**config.mk**
```make
export PLATFORM = sky130hd
export DESIGN_NAME = wb_dmi_bridge
export DESIGN_NICKNAME = d
export VERILOG_FILES = /design/src/rtl/wb_dmi_bridge.sv
export SDC_FILE = /design/constraint.sdc
export NUM_CORES = 1
export LEC_CHECK = 0
export CAP_MARGIN = 20
export CELL_PAD_IN_SITES_DETAIL_PLACEMENT = 0
export CELL_PAD_IN_SITES_GLOBAL_PLACEMENT = 1
export CORE_ASPECT_RATIO = 0.6
export CORE_MARGIN = 4
export CORE_UTILIZATION = 34
export DETAILED_ROUTE_END_ITERATION = 6
export GPL_ROUTABILITY_DRIVEN = 0
export PLACE_DENSITY = 0.72
export SYNTH_ARGS = -nofsm -noshare
export SYNTH_HDL_FRONTEND = slang
export SYNTH_SLANG_ARGS = --single-unit
```
**constraint.sdc**
```tcl
create_clock -name clk -period 1.6 [get_ports clk]
set_input_delay 0.24 -clock clk [delete_from_list [all_inputs] [get_ports clk]]
set_output_delay 0.24 -clock clk [all_outputs]
set_load 0.01 [all_outputs]
```
**src/rtl/wb_dmi_bridge.sv**
```systemverilog
// Wishbone-slave register bridge driving the debug module's DMI request/response port.
// Ports:
//   clk, rst_n                       clock, asynchronous active-low reset
//   wbs_cyc/stb/we/adr/dat_i/sel     Wishbone pipelined slave inputs (sel ignored)
//   wbs_dat_o, wbs_ack               registered read data / acknowledge
//   wbs_stall, wbs_err               tied low
//   dmi_rst_n                        debug-module reset pulse, active low
//   dmi_req_valid/ready, dmi_req_*   DMI request channel {addr, op, data}
//   dmi_resp_valid/ready, dmi_resp_* DMI response channel {data, resp}
module wb_dmi_bridge #(
    parameter int unsigned BusWidth = 32,
    parameter int unsigned DmiAbits = 7
) (
    input  logic                  clk,
    input  logic                  rst_n,
    input  logic                  wbs_cyc,
    input  logic                  wbs_stb,
    input  logic                  wbs_we,
    input  logic [BusWidth-1:0]   wbs_adr,
    input  logic [BusWidth-1:0]   wbs_dat_i,
    input  logic [BusWidth/8-1:0] wbs_sel,
    output logic [BusWidth-1:0]   wbs_dat_o,
    output logic                  wbs_ack,
    output logic                  wbs_stall,
    output logic                  wbs_err,
    output logic                  dmi_rst_n,
    output logic                  dmi_req_valid,
    input  logic                  dmi_req_ready,
    output logic [DmiAbits-1:0]   dmi_req_addr,
    output logic [1:0]            dmi_req_op,
    output logic [31:0]           dmi_req_data,
    input  logic                  dmi_resp_valid,
    output logic                  dmi_resp_ready,
    input  logic [31:0]           dmi_resp_data,
    input  logic [1:0]            dmi_resp_resp
);

    localparam logic [1:0] RegData   = 2'd0;
    localparam logic [1:0] RegAddr   = 2'd1;
    localparam logic [1:0] RegCmd    = 2'd2;
    localparam logic [1:0] RegStatus = 2'd3;
    localparam logic [1:0] OpRead    = 2'd1;
    localparam logic [1:0] OpWrite   = 2'd2;

    typedef enum logic [1:0] {IDLE, REQ, RESP} state_e;

    state_e                state_q, state_d;
    logic [31:0]           wdata_q, rdata_q;
    logic [DmiAbits-1:0]   addr_q;
    logic                  err_q, drop_q;
    logic [1:0]            last_resp_q;
    logic [1:0]            rst_cnt_q;

    logic                  wb_req_c, wb_wr_c, start_c, rst_cmd_c, status_wr_c, pulse_active_c;
    logic [1:0]            reg_sel_c;
    logic                  load_req, capture, drop_set;
    logic [31:0]           rd_mux_c;
    logic                  unused_bits;

    assign wbs_stall   = 1'b0;
    assign wbs_err     = 1'b0;
    assign unused_bits = ^{wbs_adr[BusWidth-1:4], wbs_adr[1:0], wbs_sel};

    // Bus decode
    assign wb_req_c       = wbs_cyc & wbs_stb;
    assign wb_wr_c        = wb_req_c & wbs_we;
    assign reg_sel_c      = wbs_adr[3:2];
    assign start_c        = wb_wr_c && (reg_sel_c == RegCmd) && (wbs_dat_i[0] || wbs_dat_i[1]);
    assign rst_cmd_c      = wb_wr_c && (reg_sel_c == RegCmd) && wbs_dat_i[2];
    assign status_wr_c    = wb_wr_c && (reg_sel_c == RegStatus);
    assign pulse_active_c = (rst_cnt_q != 2'd0);

    // Read mux, sampled on the strobe cycle
    always_comb begin
        rd_mux_c = 32'd0;
        case (reg_sel_c)
            RegData:   rd_mux_c = rdata_q;
            RegAddr:   rd_mux_c = 32'(addr_q);
            RegStatus: rd_mux_c = {26'd0, last_resp_q, 1'b0, drop_q, err_q, state_q != IDLE};
            default:   rd_mux_c = 32'd0;
        endcase
    end

    // Next-state logic; a DMI reset command or an active pulse abandons any transaction
    always_comb begin
        state_d  = state_q;
        load_req = 1'b0;
        capture  = 1'b0;
        drop_set = 1'b0;
        if (rst_cmd_c || pulse_active_c) begin
            state_d = IDLE;
        end else begin
            case (state_q)
                IDLE: begin
                    if (start_c) begin
                        state_d  = REQ;
                        load_req = 1'b1;
                    end
                end
                REQ: begin
                    drop_set = start_c;
                    if (dmi_req_ready) state_d = RESP;
                end
                RESP: begin
                    drop_set = start_c;
                    if (dmi_resp_valid) begin
                        capture = 1'b1;
                        state_d = IDLE;
                    end
                end
                default: state_d = IDLE;
            endcase
        end
    end

    // State register
    always_ff @(posedge clk or negedge rst_n) begin
        if (!rst_n) state_q <= IDLE;
        else        state_q <= state_d;
    end

    // Registers, outputs and handshake flags
    always_ff @(posedge clk or negedge rst_n) begin
        if (!rst_n) begin
            wbs_ack        <= 1'b0;
            wbs_dat_o      <= '0;
            dmi_req_valid  <= 1'b0;
            dmi_resp_ready <= 1'b0;
            dmi_req_addr   <= '0;
            dmi_req_op     <= '0;
            dmi_req_data   <= '0;
            dmi_rst_n      <= 1'b1;
            rst_cnt_q      <= 2'd0;
            wdata_q        <= '0;
            rdata_q        <= '0;
            addr_q         <= '0;
            err_q          <= 1'b0;
            drop_q         <= 1'b0;
            last_resp_q    <= 2'd0;
        end else begin
            wbs_ack        <= wb_req_c;
            if (wb_req_c) wbs_dat_o <= BusWidth'(rd_mux_c);
            dmi_req_valid  <= (state_d == REQ);
            dmi_resp_ready <= (state_d == RESP);

            if (load_req) begin
                dmi_req_op   <= wbs_dat_i[0] ? OpRead : OpWrite;
                dmi_req_addr <= addr_q;
                dmi_req_data <= wdata_q;
            end

            if (wb_wr_c && reg_sel_c == RegData) wdata_q <= 32'(wbs_dat_i);
            if (wb_wr_c && reg_sel_c == RegAddr) addr_q  <= wbs_dat_i[DmiAbits-1:0];

            // Sticky flags: set has priority over a same-cycle W1C
            err_q  <= (err_q  & ~(status_wr_c & wbs_dat_i[1])) | (capture && dmi_resp_resp != 2'd0);
            drop_q <= (drop_q & ~(status_wr_c & wbs_dat_i[2])) | drop_set;

            if (capture) begin
                rdata_q     <= dmi_resp_data;
                last_resp_q <= dmi_resp_resp;
            end

            // Two-cycle low pulse starting the cycle after the command write
            if (rst_cmd_c)           rst_cnt_q <= 2'd2;
            else if (pulse_active_c) rst_cnt_q <= rst_cnt_q - 2'd1;
            dmi_rst_n <= !(rst_cmd_c || rst_cnt_q == 2'd2);
        end
    end

endmodule

```
==> results of run 1 <==
## state kept, by name (all words and copies together), names as in the netlist, 2 cells and up
signal	count
dmi_req_op	2
rst_cnt_q	2
rdata_q	32
dmi_req_data	32
wbs_dat_o	32
wdata_q	32
last_resp_q	2
addr_q	7
dmi_req_addr	7
state_q	2
## cell usage after synthesis (2+ instances only)
| cell type | n | share of area [%] |
|---|---|---|
| nor2b_1 | 5 | 0.51 |
| inv_1 | 6 | 0.37 |
| nor2_2 | 2 | 0.21 |
| ha_1 | 6 | 1.2 |
| buf_4 | 8 | 0.99 |
| mux2_2 | 51 | 9.4 |
| mux2_1 | 66 | 12 |
| o31ai_1 | 4 | 0.49 |
| a22o_1 | 25 | 3.6 |
| nor3_1 | 3 | 0.25 |
| clkbuf_1 | 6 | 0.37 |
| nand2_1 | 15 | 0.93 |
| o21ai_0 | 11 | 0.91 |
| buf_2 | 6 | 0.49 |
| nand4_1 | 2 | 0.21 |
| a22oi_1 | 5 | 0.62 |
| dfrtp_1 | 155 | 64 |
| mux2i_1 | 3 | 0.49 |
| nor2_1 | 7 | 0.43 |
## repair_timing
item | 4_1_cts | 5_1_grt
hold buffers | 1 | 0
endpoints found under the hold margin | 39 | 0
pin swaps | 2 | 1
setup buffers | 3 | 2
gates cloned | 1 | 3
gates resized for setup | 35 | 61
endpoints found under the setup margin | 88 | 112
## logic make-up (layout without fill, tap and decap cells)
logic type,after synthesis,in the layout,synth area share (%)
AOI/OAI and AO/OA,48,48,5.97
xor gates and xnor gates,1,1,0.144
adders and majority gates,6,6,1.24
buffers and inverters,28,243,2.37
DFF,156,156,64.2
muxes,120,120,22.2
other,1,2,0.0617
and+or+nand+nor,42,42,3.81
## metrics by stage
| stage | std cells | setup WS (ns) | instance area [um2] |
|---|---|---|---|
| after floorplan | 403 | -0.0156 | 6140 |
| after global placement | 810 | -0.348 | 8260 |
| after detailed placement | 810 | -0.391 | 8260 |
| after CTS | 847 | -0.0517 | 8910 |
| after global routing | 852 | -0.135 | 9180 |
| final | 852 | -0.0808 | 9180 |
## placed cells by master (no fill, tap or decap), types with 2 or more instances in the layout
cell type | synthesis | final
inv_6 | 0 | 2
clkbuf_16 | 0 | 19
a22o_1 | 25 | 25
buf_12 | 0 | 10
dlymetal6s2s_1 | 0 | 36
clkdlybuf4s50_1 | 0 | 88
buf_6 | 0 | 6
nand4_1 | 2 | 2
ha_1 | 6 | 3
o31ai_1 | 4 | 3
ha_4 | 0 | 2
mux2i_1 | 3 | 3
nor3_2 | 1 | 3
inv_8 | 0 | 6
buf_4 | 8 | 35
nor2b_1 | 5 | 3
inv_1 | 6 | 3
o21ai_0 | 11 | 10
mux2_4 | 0 | 16
clkinv_4 | 0 | 4
dlygate4sd2_1 | 0 | 26
nand2_1 | 15 | 15
clkinv_8 | 0 | 3
mux2_1 | 66 | 50
mux2_2 | 51 | 51
inv_2 | 0 | 3
a22oi_1 | 5 | 5
dfrtp_1 | 155 | 155
conb_1 | 1 | 2
nor2b_4 | 0 | 2
nor2_1 | 7 | 7
## power by group
part	leakage [nW]	internal, mW	switching, mW
Sequential	2.10	4.39	0.233
Combinational	2.66	0.917	0.622
Clock	0.292	2.11	1.88
## final cells by class
type / count / area (um2) / area share, %
clock buffers: 17 / 425 / 4.64
clock inverters: 15 / 169 / 1.84
inverters: 6 / 22.5 / 0.245
multi-input cells: 219 / 2180 / 23.8
flip-flops and latches: 156 / 3910 / 42.6
well taps: 234 / 293 / 3.19
repair buffers: 205 / 2180 / 23.7
## routing by layer
metal / vias to the layer above / routed length [um] / GRT usage [%]
li1: 1857 / - / -
met1: 2031 / 7180 / 20.5
met2: 86 / 6870 / 23.0
met3: 18 / 728 / 4.60
met4: 0 / 256 / 4.63
met5: - / 0 / 0
## final timing paths
path | slack, ns | to | startpoint
worst max-delay path | -0.08 | rdata_q[27]$_DFFE_PN0P_ | state_q[1]$_DFF_PN0_
worst min-delay path | 0.30 | dmi_req_data[11]$_DFFE_PN0P_ | rst_n
worst max register to register | -0.08 | rdata_q[27]$_DFFE_PN0P_ | state_q[1]$_DFF_PN0_
worst min register to register | 0.48 | dmi_req_addr[0]$_DFFE_PN0P_ | dmi_req_addr[0]$_DFFE_PN0P_
max in group asynchronous | 0.69 | wbs_dat_o[0]$_DFFE_PN0N_ | rst_n
min in group clk | 0.42 | wdata_q[8]$_DFFE_PN0P_ | wbs_dat_i[8]
==> flow_summary.toml, run 1 <==
[clocking]
clk_pin_slew_ns = 0.07
clkLatencyLatePin_ns = 0.42
cts_buffer_depth = 2
clk_root_buffer_cell = "clkbuf_16"
cts_tree = "done"
numClockSinks = 156
htreeDepth = 4
cts_made_buffers = 17

[pwr]
power.density_mw_per_mm2 = 1110
total_leakage_power_nw = 5.05
ir_drop_uv = 632
power_mw = 10.1

[floorplan]
core_region_area_mm2 = 0.0173
die-area_mm2 = 0.0202
fp.dieH_um = 112
num_rows = 37
ios = 188
initial_utilization_pct = 35.1
die_w_um = 181

[final_layout]
n_fill_cell = 1466
areaGrowthSynthToFinish_pct = 50.9
final_util_pct = 53.0
drive_gt1_share_pct = 28.2
fin_nets = 720
n_antenna_cell = 0

[drt]
num_vias = 3992
drt-initial-drc-count = 111
post-route-drc-count = 0
firstDrtPassIters = 5
viasPerCell = 4.69
routed_wl_um = 15000
routedWlPerCell_um = 17.6
ant_nets = 0

[sta]
setup_viol = 71
finalCritPeriodShare_pct = 105
grt_setup_unrepaired = "yes"
fin_crit_ns = 1.68
finalSetupTns_ns = -4.04
slew_viol_final = 0
final-hold-violation-count = 0
hold_slack_ns = 0.302
setup_slack_ns = -0.0808
skew_ns = 0.0118
fmax_mhz = 595

[run_status]
violations = "negative setup slack"
status = "complete, but fails checks"

[critical_path]
critical_path_buf_inv_count = 3
crit_chain = "buf_4 > ha_2 > nand3_4 > nor2_4 > buf_4 > buf_12 > mux2_2"
worstSetupEndpointType = "register"
path_max_fanout = 13
crit_top_cell = "buf_4"
rr_worst_depth = 7
slowest_delay_ns = 0.41
cp_slowest_cell = "dfrtp_1"
path_depth = 7
crit_required_ns = 1.90
critPathTopFamily = "flip-flops"
critPathLaunchType = "register"
crit_type = "register to register"
critPathArrivalTime_ns = 1.99

[synth]
synth_cells = 402
netlist_area_mm2 = 0.00608
avgSynthCellArea_um2 = 15.1
yosysWarnings = 0
ys_seq_area_share_pct = 64.2
async_flop_share_pct = 100
ys_seq_elements = 156
synth_edf_count = 0
synth_cell_types = 35
synth_top_flop_cell = "dfrtp_1"

[flow_run]
maxCapViolCount = 0

[hold_path]
hold_class = "input pin to asynchronous set/reset pin"

[grt]
grt_pass1_vias = 4382
antenna_found_initial = 0
grt_max_degree = 43
grt_pass1_wl_um = 23900
overflow = 0
track_usage_pct = 15.0

[place]
hpwl_um = 10400
port_buffers = 151
No activity file was read; power rests on OpenSTA's default activity.
==> run 2, diff against run 1 <==
Settings changed: SLEW_MARGIN from default to 15.
==> results of run 2 <==
Same layout as run 1: the final DEF is identical, and so are final timing and power.
==> run 3, diff against run 2 <==
Settings changed: CTS_CLUSTER_DIAMETER from default to 40, MAX_ROUTING_LAYER from default to met4.
==> run 3 against run 2 <==
The flow still finishes with violations (negative setup slack). Die area did not move. Via count up 1.8%. Total power up 0.70%. Largest cell class unchanged.
==> flow_summary.toml, run 3 (synthesis gave the netlist of run 1 again) <==
[drt]
routed_wl_um = 15900
viasPerCell = 4.72
post-route-drc-count = 0
ant_nets = 0
drt-initial-drc-count = 184
num_vias = 4063
firstDrtPassIters = 4
routedWlPerCell_um = 18.5

[critical_path]
critPathArrivalTime_ns = 1.98
critPathTopFamily = "flip-flops"
worstSetupEndpointType = "register"
path_max_fanout = 5
rr_worst_depth = 7
crit_chain = "inv_2 > ha_4 > nor2b_4 > nand4_4 > buf_4 > clkbuf_16 > mux2_1"
crit_required_ns = 1.90
path_depth = 7
critical_path_buf_inv_count = 3
cp_slowest_cell = "dfrtp_1"
slowest_delay_ns = 0.44
critPathLaunchType = "register"
crit_type = "register to register"

[clocking]
numClockSinks = 156
clk_root_buffer_cell = "clkbuf_16"
cts_buffer_depth = 2
cts_made_buffers = 17
htreeDepth = 4
cts_tree = "done"
clkLatencyLatePin_ns = 0.42
clk_pin_slew_ns = 0.07

[sta]
finalCritPeriodShare_pct = 105
slew_viol_final = 0
setup_slack_ns = -0.0739
grt_setup_unrepaired = "yes"
final-hold-violation-count = 0
setup_viol = 73
skew_ns = 0.0112
fmax_mhz = 597
fin_crit_ns = 1.67

[final_layout]
fin_nets = 728
regArea_mm2 = 0.00391
mostFrequentLayoutCell = "dfrtp_1"
n_antenna_cell = 0
areaGrowthSynthToFinish_pct = 56.0
drive_gt1_share_pct = 29.7
multiInputGateArea_mm2 = 0.00233
design_area_mm2 = 0.00948
most-common-layout-cells = "155 x dfrtp_1, 87 x clkdlybuf4s50_1, 54 x mux2_4"
n_fill_cell = 1433

[flow_run]
maxCapViolCount = 0

[place]
hpwl_um = 10400
place_area_mm2 = 0.00826
port_buffers = 151
dp_slack_ns = -0.391

[floorplan]
core_region_area_mm2 = 0.0173
die_w_um = 181
num_rows = 37
fp.dieH_um = 112
ios = 188
die-area_mm2 = 0.0202
initial_utilization_pct = 35.1

[run_status]
violations = "negative setup slack"
status = "complete, but fails checks"

[grt]
overflow = 0
grt_util_met2_pct = 23.0
use_met1_pct = 20.8
grt_max_degree = 43
grt_pass1_wl_um = 23900
grt_use_met3_pct = 4.15
track_usage_pct = 15.4
busiest_layer = "met2"
grt_pass1_vias = 4398
antenna_found_initial = 0

[pwr]
ir_drop_uv = 642
power.density_mw_per_mm2 = 1080
total_leakage_power_nw = 5.18

[hold_path]
hold_class = "input pin to asynchronous set/reset pin"
-- run 3: cell count changes in the layout (fill, tap and decap cells not counted), moves of 4 or more --
cell and change:
mux2_1 -4, mux2_2 -34, mux2_4 +38, clkbuf_16 +4
-- run 3: path summary, 6_finish.rpt --
path	from	to	slack (ns)
setup / recovery	state_q[1]$_DFF_PN0_	dmi_req_data[12]$_DFFE_PN0P_	-0.07
hold / removal	rst_n	dmi_req_data[11]$_DFFE_PN0P_	0.30
setup reg to reg	state_q[1]$_DFF_PN0_	dmi_req_data[12]$_DFFE_PN0P_	-0.07
hold reg to reg	dmi_req_addr[0]$_DFFE_PN0P_	dmi_req_addr[0]$_DFFE_PN0P_	0.48
max in group asynchronous	rst_n	wbs_dat_o[0]$_DFFE_PN0N_	0.69
min in group clk	wbs_dat_i[8]	wdata_q[8]$_DFFE_PN0P_	0.42
-- run 3: where the power goes --
group          switching, mW  total (mW)  internal, mW  leakage (nW)
logic                  0.634        1.59         0.954          2.80
registers              0.240        4.63          4.39          2.10
clock network           1.89        4.00          2.11         0.292
-- run 3: cell type report --
| type | count | share of cell area [%] |
|---|---|---|
| inverters | 6 | 0.238 |
| clock inverters | 15 | 1.78 |
| multi-input cells | 219 | 24.6 |
| well taps | 234 | 3.09 |
| repair buffers | 213 | 24.6 |
| clock buffers | 17 | 4.49 |
| flip-flops and latches | 156 | 41.2 |
-- run 3: through the flow --
step	hold WS, ns	std cells	total power, mW	TNS, ns	utilization [%]
CTS	0.298	847	10.3	-1.35	51.5
detailed placement	0.189	810	6.24	-37.52	47.7
global route	0.335	860	10.7	-5.58	54.8
finish	0.300	860	10.2	-2.71	54.8
floorplan	-0.0556	403	5.28	-0.469	-
global placement	0.184	810	6.17	-35.10	47.7
-- run 3: what timing repair did --
action,CTS,global route
setup buffers,3,6
endpoints found under the setup margin,88,112
gates resized for setup,35,104
hold endpoints to repair,39,0
hold buffers,1,0
pin swaps,2,5
cloned,1,7
-- run 3: layer usage --
metal | share of wire [%] | routed length [um]
met5 | 0 | 0
met4 | 1.5 | 244
met3 | 4.9 | 780
met2 | 45 | 7230
met1 | 48 | 7660
